**config.mk**
```make
export PLATFORM = sky130hd
export DESIGN_NAME = hamming_uart_tx
export DESIGN_NICKNAME = d
export VERILOG_FILES = /design/src/rtl/hamming_uart_pkg.sv /design/src/rtl/hamming_uart_tx_encoder.sv /design/src/rtl/hamming_uart_tx.sv
export SDC_FILE = /design/constraint.sdc
export NUM_CORES = 1
export LEC_CHECK = 0
export CORE_MARGIN = 2
export CORE_UTILIZATION = 30
export CTS_BUF_LIST = sky130_fd_sc_hd__clkbuf_4 sky130_fd_sc_hd__clkbuf_8 sky130_fd_sc_hd__clkbuf_16
export CTS_CLUSTER_SIZE = 28
export DETAILED_ROUTE_END_ITERATION = 7
export SYNTH_ARGS = -nofsm -noshare
export SYNTH_HDL_FRONTEND = slang
export SYNTH_SLANG_ARGS = --single-unit
```
**constraint.sdc**
```tcl
create_clock -name clk -period 4.69 [get_ports clk]
set_input_delay 0.469 -clock clk [delete_from_list [all_inputs] [get_ports clk]]
set_output_delay 0.469 -clock clk [all_outputs]
set_load 0.005 [all_outputs]
```
**src/rtl/hamming_uart_pkg.sv**
```systemverilog
// Shared definitions for the Hamming(7,4) UART link: FSM state encoding,
// frame-length constants and the (7,4) encode function. The receiver-side
// decoder imports this same package so both ends agree on bit ordering.
// Build option: HAMMING_TX_PARITY_EN adds an even-parity bit to each frame.
package hamming_uart_pkg;

  localparam int DATA_W = 4;
  localparam int CODE_W = 7;

`ifdef HAMMING_TX_PARITY_EN
  localparam int PARITY_BITS = 1;
`else
  localparam int PARITY_BITS = 0;
`endif

  // start + codeword + optional parity + stop
  localparam int FRAME_BITS = 1 + CODE_W + PARITY_BITS + 1;

  typedef enum logic [2:0] {
    ST_IDLE   = 3'd0,
    ST_START  = 3'd1,
    ST_DATA   = 3'd2,
    ST_PARITY = 3'd3,
    ST_STOP   = 3'd4
  } state_t;

  // Codeword layout: data bits sit at positions 2,4,5,6; positions 0,1,3
  // carry the check bits.
  function automatic logic [CODE_W-1:0] hamming74_encode(input logic [DATA_W-1:0] d);
    logic [CODE_W-1:0] c;
    c[0] = d[0] ^ d[1] ^ d[3];
    c[1] = d[0] ^ d[2] ^ d[3];
    c[2] = d[0];
    c[3] = d[1] ^ d[2] ^ d[3];
    c[4] = d[1];
    c[5] = d[2];
    c[6] = d[3];
    return c;
  endfunction

endpackage

```
**src/rtl/hamming_uart_tx_encoder.sv**
```systemverilog
// Combinational Hamming(7,4) encoder used by the transmitter at the
// moment a nibble is accepted.
module hamming_encoder_74
  import hamming_uart_pkg::*;
(
  input  logic [DATA_W-1:0] i_data,
  output logic [CODE_W-1:0] o_code
);

  assign o_code = hamming74_encode(i_data);

endmodule

```
**src/rtl/hamming_uart_tx.sv**
```systemverilog
// UART transmitter that sends one Hamming(7,4) codeword per frame:
// start bit, code[0]..code[6] LSB first, optional parity, stop bit.
// Build option: define HAMMING_TX_PARITY_EN to insert an even-parity bit
// over the codeword between the data bits and the stop bit.
module hamming_uart_tx
  import hamming_uart_pkg::*;
#(
  parameter int CLKS_PER_BIT = 16
) (
  input  logic              clk,
  input  logic              rst_n,
  input  logic              ena,
  input  logic [DATA_W-1:0] in_data,
  input  logic              in_valid,
  output logic              in_ready,
  output logic              tx,
  output logic [CODE_W-1:0] code_out,
  output logic [2:0]        state_out,
  output logic              tx_done
);

  localparam logic [7:0] BIT_END  = 8'(CLKS_PER_BIT - 1);
  localparam logic [2:0] LAST_BIT = 3'(CODE_W - 1);

  state_t            r_state;
  state_t            w_next_state;
  logic [7:0]        r_cnt;
  logic [7:0]        w_next_cnt;
  logic [2:0]        r_bit;
  logic [2:0]        w_next_bit;
  logic [2:0]        w_bit_inc;
  logic              r_tx;
  logic              w_next_tx;
  logic [CODE_W-1:0] r_code;
  logic [CODE_W-1:0] w_code;
  logic              w_xfer;
  logic              w_bit_end;

  assign in_ready  = (r_state == ST_IDLE) && ena && rst_n;
  assign w_xfer    = in_valid && in_ready;
  assign w_bit_end = (r_cnt == BIT_END);
  assign w_bit_inc = r_bit + 3'd1;

  // Combinational so that a frozen (ena low) block never reports completion.
  assign tx_done   = ena && (r_state == ST_STOP) && w_bit_end;
  assign tx        = r_tx;
  assign code_out  = r_code;
  assign state_out = r_state;

  hamming_encoder_74 u_encoder (
    .i_data (in_data),
    .o_code (w_code)
  );

  // Next-state, baud counter, bit index and next tx level.
  always_comb begin
    // NOTE: every output gets a hold value first so no path infers a latch.
    w_next_state = r_state;
    w_next_cnt   = r_cnt;
    w_next_bit   = r_bit;
    w_next_tx    = r_tx;
    if (ena) begin
      unique case (r_state)
        ST_IDLE: begin
          if (w_xfer) begin
            w_next_state = ST_START;
            w_next_cnt   = '0;
            w_next_bit   = '0;
            w_next_tx    = 1'b0;
          end
        end
        ST_START: begin
          if (w_bit_end) begin
            w_next_state = ST_DATA;
            w_next_cnt   = '0;
            w_next_tx    = r_code[0];
          end else begin
            w_next_cnt = r_cnt + 8'd1;
          end
        end
        ST_DATA: begin
          if (w_bit_end) begin
            w_next_cnt = '0;
            if (r_bit == LAST_BIT) begin
              w_next_bit = '0;
`ifdef HAMMING_TX_PARITY_EN
              w_next_state = ST_PARITY;
              w_next_tx    = ^r_code;
`else
              w_next_state = ST_STOP;
              w_next_tx    = 1'b1;
`endif
            end else begin
              w_next_bit = w_bit_inc;
              w_next_tx  = r_code[w_bit_inc];
            end
          end else begin
            w_next_cnt = r_cnt + 8'd1;
          end
        end
        ST_PARITY: begin
          if (w_bit_end) begin
            w_next_state = ST_STOP;
            w_next_cnt   = '0;
            w_next_tx    = 1'b1;
          end else begin
            w_next_cnt = r_cnt + 8'd1;
          end
        end
        ST_STOP: begin
          if (w_bit_end) begin
            w_next_state = ST_IDLE;
            w_next_cnt   = '0;
            w_next_tx    = 1'b1;
          end else begin
            w_next_cnt = r_cnt + 8'd1;
          end
        end
        default: begin
          w_next_state = ST_IDLE;
          w_next_cnt   = '0;
          w_next_bit   = '0;
          w_next_tx    = 1'b1;
        end
      endcase
    end
  end

  // State register with the frame counters and the registered tx line.
  always_ff @(posedge clk) begin
    // NOTE: sequential state uses non-blocking assignments so every register
    // samples the pre-edge values regardless of statement order.
    if (!rst_n) begin
      r_state <= ST_IDLE;
      r_cnt   <= '0;
      r_bit   <= '0;
      r_tx    <= 1'b1;
    end else begin
      r_state <= w_next_state;
      r_cnt   <= w_next_cnt;
      r_bit   <= w_next_bit;
      r_tx    <= w_next_tx;
    end
  end

  // Capture the codeword only on a handshake so later input changes cannot
  // disturb a frame in flight.
  always_ff @(posedge clk) begin
    if (!rst_n) begin
      r_code <= '0;
    end else if (w_xfer) begin
      r_code <= w_code;
    end
  end

endmodule

```
==> flow_summary.yaml <==
timing:
  final_hold_viol_count: 0
  min_period_over_period_pct: 54.8
  tightestPinTransition_ns: 0.504
  rsz0062_at_grt: "false"
  fin_hold_ws_ns: 0.514
  slew_violations: 0
  post-route-min-period_ns: 2.57
  max_freq_ghz: 0.389
  fin_skew_ns: 0.00867
  tns_ns: 0
  setup_viol: 0
  max_slew_margin_pct: 66.3
synth:
  yosysTopAreaCell: "dfxtp_1"
  synth_fa_ha_area_share_pct: 3.11
  synth_most_common_cell: "nor2_1"
  synth_xor_area_share_pct: 7.97
  ys_ff_latch: 22
  synthFlopType: "dfxtp_1"
  postSynthAreaPerCell_um2: 9.09
  netlist_area_um2: 1210
  netlist_top_cells_area: "dfxtp_1 36%, mux2i_1 8.3%, nor2_1 7.1%"
  synth_edf_count: 0
  synth_top_area_share_pct: 36.4
  synth-compound-area-share_pct: 13.0
  synthSimpleGateAreaFrac_pct: 25.9
  synthTopCellsByCount: "23 x nor2_1, 22 x dfxtp_1, 10 x mux2i_1, 10 x nand2_1, 9 x xnor2_1"
  ys_seq_area_share_pct: 36.4
  syn_inst: 133
  synthArstFlopShare_pct: 0
  synth_top_family_by_area: "simple AND/OR/NAND/NOR gates"
  synthMuxAreaShare_pct: 11.1
  syn-num-nets: 144
  synth_warnings: 0
  synth_cell_types: 39
global_routing:
  grt_pass1_wl_mm: 4.45
  grt_overflow: 0
  grt_use_total_pct: 12.9
  grt_max_degree: 16
  grt_pass1_vias: 1030
  antenna_found_initial: 0
clock_tree:
  numCtsBuffers: 3
  cts_sinks: 22
  cts_root_buffer: "clkbuf_8"
  postCtsSetupBuffers: 0
  clkTransAtPathRegs_ns: 0.09
  hold_buffers: 0
  cts-resized-gates: 0
  clock_path_buffers: 2
  clk-insertion-delay-late_ns: 0.27
  h-tree-depth: 1
  cts_tree: "yes"
placement:
  port_buffers: 20
  dp_hpwl_mm: 2.04
  gp_congestion: 0.808
layout:
  nets: 167
  multi_input_area_um2: 738
  area_delta_synth_final_pct: 26.4
  regArea_um2: 440
  n_antenna_cell: 0
  final_core_util_pct: 38.7
  drive_gt1_share_pct: 7.74
  fillCellCount: 401
setup_path:
  critPathRequiredTime_ns: 4.22
  end_kind: "output port"
  crit_type: "in2out"
  crit_family: "buffers and inverters"
  crit_slowest_cell: "clkdlybuf4s50_1"
  start_kind: "input pin"
  max_stage_delay_ns: 0.59
  path_cells: "clkdlybuf4s50_1 -> inv_1 -> nor3_1 -> clkdlybuf4s50_1"
  crit_top_cell: "clkdlybuf4s50_1"
  worstPathMaxFanout: 15
  critPathBufInv: 3
  cp.arrival_ns: 2.10
  regToRegSetupSlack_ns: 2.63
detailed_routing:
  ant_nets: 0
  vias: 1028
  drt_wl_total_mm: 2.69
  detail_route.iter0.violations: 58
  drc: 0
  wl_per_cell_um: 13.1
  viasPerCell: 5.01
  drt_first_pass_iters: 5
min_path:
  hp-class: "reg2reg"
floorplanning:
  die-area_um2: 4550
  dieWidth_um: 67.5
  fp-row-count: 23
  initial_core_util_pct: 30.7
  core_um2: 3940
  ioPinCount: 21
  die_h_um: 67.5
outcome:
  status: "complete, no violations"
power:
  total_power_uw: 427
  p_leak_nw: 0.582
  power_density_nw_per_um2: 280
  ir_worst_vdd_mv: 0.159
run:
  cap_violations: 0
[cell families after synthesis]
kind of cell               count (synthesis)
and+or+nand+nor                           60
DFF                                       22
AOI/OAI and AO/OA                         19
muxes                                     12
xor gates and xnor gates                  11
buffers and inverters                      6
adders and majority gates                  3
[power by group]
| part | switching [mW] | total [mW] | internal (mW) |
|---|---|---|---|
| Combinational | 0.0237 | 0.0503 | 0.0266 |
| Sequential | 0.00485 | 0.196 | 0.191 |
| Clock | 0.0671 | 0.181 | 0.114 |
| Total | 0.0956 | 0.427 | 0.332 |
[cells in the final DEF, fill, tap and decap left out, drive strengths merged, types with 4 or more instances in the layout]
master / instances
clkdlybuf4s50: 20
nor2: 23
o21a: 4
dfxtp: 22
nor3: 9
nand2: 10
mux2i: 10
a21oi: 4
xnor2: 9
[state kept, by name (all words and copies together) (netlist names)]
name       count
code_out       7
r_bit          3
r_cnt          8
state_out      3
tx             1
[path summary, 6_finish.rpt]
| kind | start | to | cells after the start |
|---|---|---|---|
| worst max-delay path | rst_n | in_ready | 4 |
| worst min-delay path | tx$_SDFFE_PN1P_ | tx$_SDFFE_PN1P_ | 2 |
| worst max register to register | r_bit[0]$_SDFFE_PN0P_ | tx$_SDFFE_PN1P_ | 7 |
| worst min register to register | tx$_SDFFE_PN1P_ | tx$_SDFFE_PN1P_ | 2 |
[through the flow]
step	std cells	instance area (µm²)	worst slack, ns
after CTS	205	1530	2.09
after floorplan	133	1210	2.86
after detailed placement	201	1460	2.10
after global routing	205	1530	1.95
after global placement	201	1460	2.14
final	205	1530	2.12
[worst reg2reg max path, stage by stage, from the launching register on]
cell and delay [ns]:
dfxtp_1 0.47, inv_1 0.07, ha_1 0.36, mux2_2 0.36
a222oi_1 0.36, o41ai_1 0.13, mux2i_1 0.13, nand2_1 0.07
[area by class of cell]
cell class | count | share of cell area, %
Clock buffer | 3 | 2.70
Clock inverter | 1 | 1.97
Inverter | 4 | 0.983
Multi-Input combinational cell | 105 | 48.3
Sequential cell | 22 | 28.8
Tap cell | 50 | 4.09
Timing Repair Buffer | 20 | 13.1
[routing by layer]
metal  global-route usage [%]  up-vias  part of all wire (%)
met3                     3.83        4                   4.9
met1                     14.6      485                    46
met4                     4.59        0                   1.2
met5                        0        -                     0
met2                     22.9       26                    48
li1                         -      513                     -
No activity file was read; power rests on OpenSTA's default activity.
